--- src/rtl/nth_root_seq.sv ---
`default_nettype none
// ============================================================================
// nth_root_seq : fixed-point n-th root by MSB-first bit search, with candidate
//                powers built by repeated multiplication.
// Optional macro : NTH_ROOT_EARLY_EXIT_EN (stop the search on an exact power)
// Revision       : 1.0
// ============================================================================
module nth_root_seq #(
  parameter int IN_W   = 10,
  parameter int FRAC_W = 10,
  parameter int EXP_W  = 3,
  parameter int N_MAX  = 5
) (
  input  logic                     clk,
  input  logic                     rst_n,
  input  logic                     in_valid,
  output logic                     in_ready,
  input  logic [IN_W-1:0]          in_data_1,
  input  logic [EXP_W-1:0]         in_data_2,
  output logic                     out_valid,
  input  logic                     out_ready,
  output logic [IN_W+FRAC_W-1:0]   out_data,
  output logic                     out_err
);

  localparam int OUT_W = IN_W + FRAC_W;
  localparam int ACC_W = N_MAX * OUT_W;
  localparam int K_W   = $clog2(OUT_W);
  localparam int SH_W  = $clog2(ACC_W + 1);
  localparam logic [K_W-1:0] c_K_TOP = K_W'(OUT_W - 1);

  typedef enum logic [2:0] {
    S_IDLE  = 3'd0,
    S_TRIAL = 3'd1,
    S_MUL   = 3'd2,
    S_CMP   = 3'd3,
    S_DONE  = 3'd4
  } state_t;

  state_t              r_state;
  state_t              w_state_nxt;

  logic [IN_W-1:0]     r_x;
  logic [EXP_W-1:0]    r_n;
  logic [OUT_W-1:0]    r_res;
  logic [OUT_W-1:0]    r_c;
  logic [K_W-1:0]      r_k;
  logic [ACC_W-1:0]    r_acc;
  logic [EXP_W-1:0]    r_mcnt;
  logic [OUT_W-1:0]    r_out_data;
  logic                r_out_err;

  logic                w_n_bad;
  logic [OUT_W-1:0]    w_cand;
  logic [ACC_W-1:0]    w_prod;
  logic [SH_W-1:0]     w_sh;
  logic [ACC_W-1:0]    w_tgt;
  logic                w_le;
  logic [OUT_W-1:0]    w_res_upd;
  logic                w_fin;

  assign w_n_bad   = (in_data_2 == '0) || (in_data_2 > EXP_W'(N_MAX));
  assign w_cand    = r_res | (OUT_W'(1) << r_k);
  // c^n < 2^(n*OUT_W) <= 2^ACC_W, so truncating the product never loses bits
  assign w_prod    = r_acc * ACC_W'(r_c);
  assign w_sh      = SH_W'(r_n) * SH_W'(FRAC_W);
  assign w_tgt     = ACC_W'(r_x) << w_sh;
  assign w_le      = (r_acc <= w_tgt);
  assign w_res_upd = w_le ? r_c : r_res;

`ifdef NTH_ROOT_EARLY_EXIT_EN
  logic w_eq;
  // an exact power leaves every lower result bit at zero
  assign w_eq  = (r_acc == w_tgt);
  assign w_fin = (r_k == '0) || w_eq;
`else
  assign w_fin = (r_k == '0);
`endif

  always_ff @(posedge clk or negedge rst_n) begin
    if (!rst_n) begin
      r_state <= S_IDLE;
    end else begin
      r_state <= w_state_nxt;
    end
  end

  always_comb begin
    w_state_nxt = r_state;
    in_ready    = 1'b0;
    out_valid   = 1'b0;
    case (r_state)
      S_IDLE: begin
        in_ready = 1'b1;
        if (in_valid) begin
          w_state_nxt = w_n_bad ? S_DONE : S_TRIAL;
        end
      end
      S_TRIAL: begin
        w_state_nxt = (r_n == EXP_W'(1)) ? S_CMP : S_MUL;
      end
      S_MUL: begin
        if (r_mcnt == r_n - EXP_W'(1)) begin
          w_state_nxt = S_CMP;
        end
      end
      S_CMP: begin
        w_state_nxt = w_fin ? S_DONE : S_TRIAL;
      end
      S_DONE: begin
        out_valid = 1'b1;
        if (out_ready) begin
          w_state_nxt = S_IDLE;
        end
      end
      default: w_state_nxt = S_IDLE;
    endcase
  end

  always_ff @(posedge clk or negedge rst_n) begin
    if (!rst_n) begin
      r_x        <= '0;
      r_n        <= '0;
      r_res      <= '0;
      r_c        <= '0;
      r_k        <= '0;
      r_acc      <= '0;
      r_mcnt     <= '0;
      r_out_data <= '0;
      r_out_err  <= 1'b0;
    end else begin
      case (r_state)
        S_IDLE: begin
          if (in_valid) begin
            r_x   <= in_data_1;
            r_n   <= in_data_2;
            r_res <= '0;
            r_k   <= c_K_TOP;
            if (w_n_bad) begin
              r_out_data <= '0;
              r_out_err  <= 1'b1;
            end
          end
        end
        S_TRIAL: begin
          r_c    <= w_cand;
          r_acc  <= ACC_W'(w_cand);
          r_mcnt <= EXP_W'(1);
        end
        S_MUL: begin
          r_acc  <= w_prod;
          r_mcnt <= r_mcnt + EXP_W'(1);
        end
        S_CMP: begin
          r_res <= w_res_upd;
          if (w_fin) begin
            r_out_data <= w_res_upd;
            r_out_err  <= 1'b0;
          end else begin
            r_k <= r_k - K_W'(1);
          end
        end
        default: ;
      endcase
    end
  end

  assign out_data = r_out_data;
  assign out_err  = r_out_err;

endmodule
`default_nettype wire

--- config.mk ---
export PLATFORM = sky130hd
export DESIGN_NAME = nth_root_seq
export DESIGN_NICKNAME = d
export VERILOG_FILES = /design/src/rtl/nth_root_seq.sv
export SDC_FILE = /design/constraint.sdc
export NUM_CORES = 2
export LEC_CHECK = 0
export CAP_MARGIN = 40
export CORE_MARGIN = 8
export CORE_UTILIZATION = 40
export DETAILED_ROUTE_END_ITERATION = 16
export PLACE_DENSITY = 0.55
export SYNTH_ARGS = -nofsm -noshare
export SYNTH_HDL_FRONTEND = slang
export SYNTH_SLANG_ARGS = --single-unit
export TNS_END_PERCENT = 100
--- constraint.sdc ---
create_clock -name clk -period 11.4 [get_ports clk]
set_input_delay 1.14 -clock clk [delete_from_list [all_inputs] [get_ports clk]]
set_output_delay 1.14 -clock clk [all_outputs]
set_load 0.01 [all_outputs]
==> flow_summary.ini <==
[run_status]
run_status = completed

[synth]
synth_ff_type = dfrtp_1
yosys.area.top_type = fa_1
syn_area_um2 = 64900
syn-num-nets = 9444
synth-async-reset-ratio_pct = 100
ys_ff_latch = 185
post_synth.cell_area_avg_um2 = 8.55
yosys.area.top_type_share_pct = 48.7
yosys-top-cells-area = fa_1, inv_1, nand2_1, dfrtp_1, and2_1
synth.distinct_cells = 76
synth-seq-area-share_pct = 7.13
synth_edf_count = 0
netlist_instances = 7590
yosys_warnings = 0

[cts]
clk_pin_slew_ns = 0.08
clock-root-buffer = clkbuf_16
cts_setup_buffers = 0
numCtsBuffers = 17
tritoncts = built
cts_max_path_buffers = 2
cts-htree-levels = 4
insertion_delay_ns = 0.50
ctsResizeCount = 0
clkSinkCount = 185
ctsHoldBuffers = 0

[worst_hold_path]
min_path_type = reg2reg
origin_of_the_worst_min_delay_path = out_data[3]

[layout]
synthToLayoutAreaGrowth_pct = 5.59
finalNetCount = 9164
fillCellCount = 16374
layout_common_cells = inv_1, nand2_1, fa_1
layout_commonest_cell = inv_1
drive_gt1_share_pct = 3.25
final_core_utilization_pct = 42.3

[floorplanning]
die_area_um2 = 175000
die_height_um = 419
die_w_um = 419
core_um2 = 162000
boundaryPins = 40
placementRows = 148
effective_utilization_at_floorplan_pct = 40.1

[sta]
max_freq_ghz = 0.110
rsz0062_at_grt = no
layout_worst_path_cycle_share_pct = 79.7
report.final.slew_viol_count = 0
totalNegativeSetupSlack_ns = 0
slew-limit-headroom_pct = 27.0
setup_viol = 0
finClkSkew_ns = 0.0205
final_critical_path_setup_slack_ns = 2.31
hold_viol_final = 0
timing_worst_slew_pin_value_ns = 1.09
final.min_clock_period_ns = 9.09

[worst_setup_path]
startpoint = r_c[7]
critPathCaptureType = flop
worst-setup-path-type = reg2reg
cp.arrival_ns = 9.44
critical_path.reg2reg.startpoint = r_c[7]
start_kind = flop
crit_fanout = 54
crit_required_ns = 11.75

[global_route]
grt_pass1_wl_um = 316000
grtUsageTotal_pct = 22.8
grt_overflow = 0
first_global_vias = 54618
grt_max_degree = 72
grt_antenna_before_repair = 3

[detailed_routing]
route.final.wire_length_um = 194000
first_iter_violations = 3264
drt_via_density = 5.20
drc = 0
drtPass1Iterations = 5
vias = 49447
drt.antenna.violating_nets = 0
route.detailed.wl_per_inst_um = 20.5

[place]
io_buffer_count = 39
dp_worst_setup_slack_ns = 2.47
place.detailed.hpwl_um = 152000
routabilityCongestion = 0.896

[run]
max_cap_violations = 0
==> metal layers <==
metal / vias up / global-route usage, % / routed length [µm]
met5: - / 0 / 0
met3: 349 / 2.32 / 10400
met2: 1465 / 39.8 / 96500
met4: 0 / 5.99 / 5630
li1: 21595 / - / -
met1: 26038 / 30.6 / 81800
==> area by class of cell <==
type / instances / area (µm²) / area share [%]
Clock inverter: 14 / 206 / 0.301
Inverter: 1675 / 6290 / 9.18
Clock buffer: 18 / 429 / 0.626
Timing Repair Buffer: 190 / 2030 / 2.96
Multi-Input combinational cell: 5241 / 52100 / 76.1
Antenna cell: 2 / 5.00 / 0.00731
Sequential cell: 185 / 4700 / 6.86
Tap cell: 2175 / 2720 / 3.97
==> cells in the mapped netlist, types with 5 or more instances <==
master	count
nor3_1	26
inv_1	1675
a21oi_1	203
o21ai_0	198
xor2_1	52
nand4_1	58
o21ai_1	12
buf_2	12
o211ai_1	19
nand2_1	1658
o31ai_1	31
o21a_1	12
o31a_1	5
xnor2_1	86
buf_1	8
fa_1	1577
nand2b_1	20
a211oi_1	15
dfrtp_1	185
a221oi_1	5
o22ai_1	15
a21o_1	79
mux2_2	5
clkbuf_1	466
ha_1	260
nand3_1	33
nor2b_1	31
and2_1	543
nor2_1	114
and3_1	13
nor4_1	10
a211o_1	6
o21bai_1	31
a22o_1	9
mux2i_1	25
a31oi_1	14
==> kinds of logic (layout without fill, tap and decap cells) <==
family / Yosys count / count (layout) / synth area share [%]
xor+xnor: 138 / 138 / 1.86
compound gates: 701 / 701 / 6.74
other cells: 0 / 2 / 0
mux: 30 / 30 / 0.472
buf+inv: 2164 / 1897 / 12.6
flops: 185 / 185 / 7.13
simple gates: 2535 / 2535 / 17.6
fa+ha+maj: 1837 / 1837 / 53.7
==> critical path, stage by stage, from the launching register on <==
cell and delay [ns]:
dfrtp_4 1.00, buf_4 0.68, nand2_1 0.16, fa_1 0.51
inv_1 0.06, fa_1 0.54, inv_1 0.06, fa_1 0.49
inv_1 0.05, fa_1 0.55, fa_1 0.43, fa_1 0.49
inv_1 0.05, fa_1 0.47, inv_1 0.04, ha_1 0.37
a21oi_1 0.36, o211ai_1 0.21, a22oi_1 0.49, nor2_1 0.11
a221oi_2 0.66, a21oi_2 0.20, o21ai_2 0.25, a21oi_2 0.11
a311oi_1 0.32, xnor2_1 0.15, o21ai_0 0.08
==> sequential cells by signal (all words and copies together) (netlist names) <==
register  cells
r_acc       100
out_err       1
r_state       3
r_res        20
r_c          20
r_mcnt        3
r_k           5
out_data     20
r_n           3
r_x          10
==> path summary, 6_finish.rpt <==
kind                           endpoint  slack, ns  depth (start not counted)
setup / recovery              r_acc[99]       2.31                         26
hold / removal              out_data[3]       0.48                          2
setup reg to reg              r_acc[99]       2.31                         26
hold reg to reg             out_data[3]       0.48                          2
max in group asynchronous       r_c[15]       8.87                          3
min in group asynchronous  out_data[14]       0.65                          1
==> per-stage QoR <==
stage | hold slack [ns] | cell area, µm² | cells
after floorplan | 0.458 | 64900 | 7590
after global placement | 0.463 | 67100 | 9432
after detailed placement | 0.465 | 67900 | 9466
after CTS | 0.484 | 68500 | 9498
after global routing | 0.511 | 68500 | 9498
final | 0.480 | 68500 | 9500
Power is left out: the tool's default activity adds up to more than one toggle a clock period on the data nets, which glitch-free logic cannot reach.
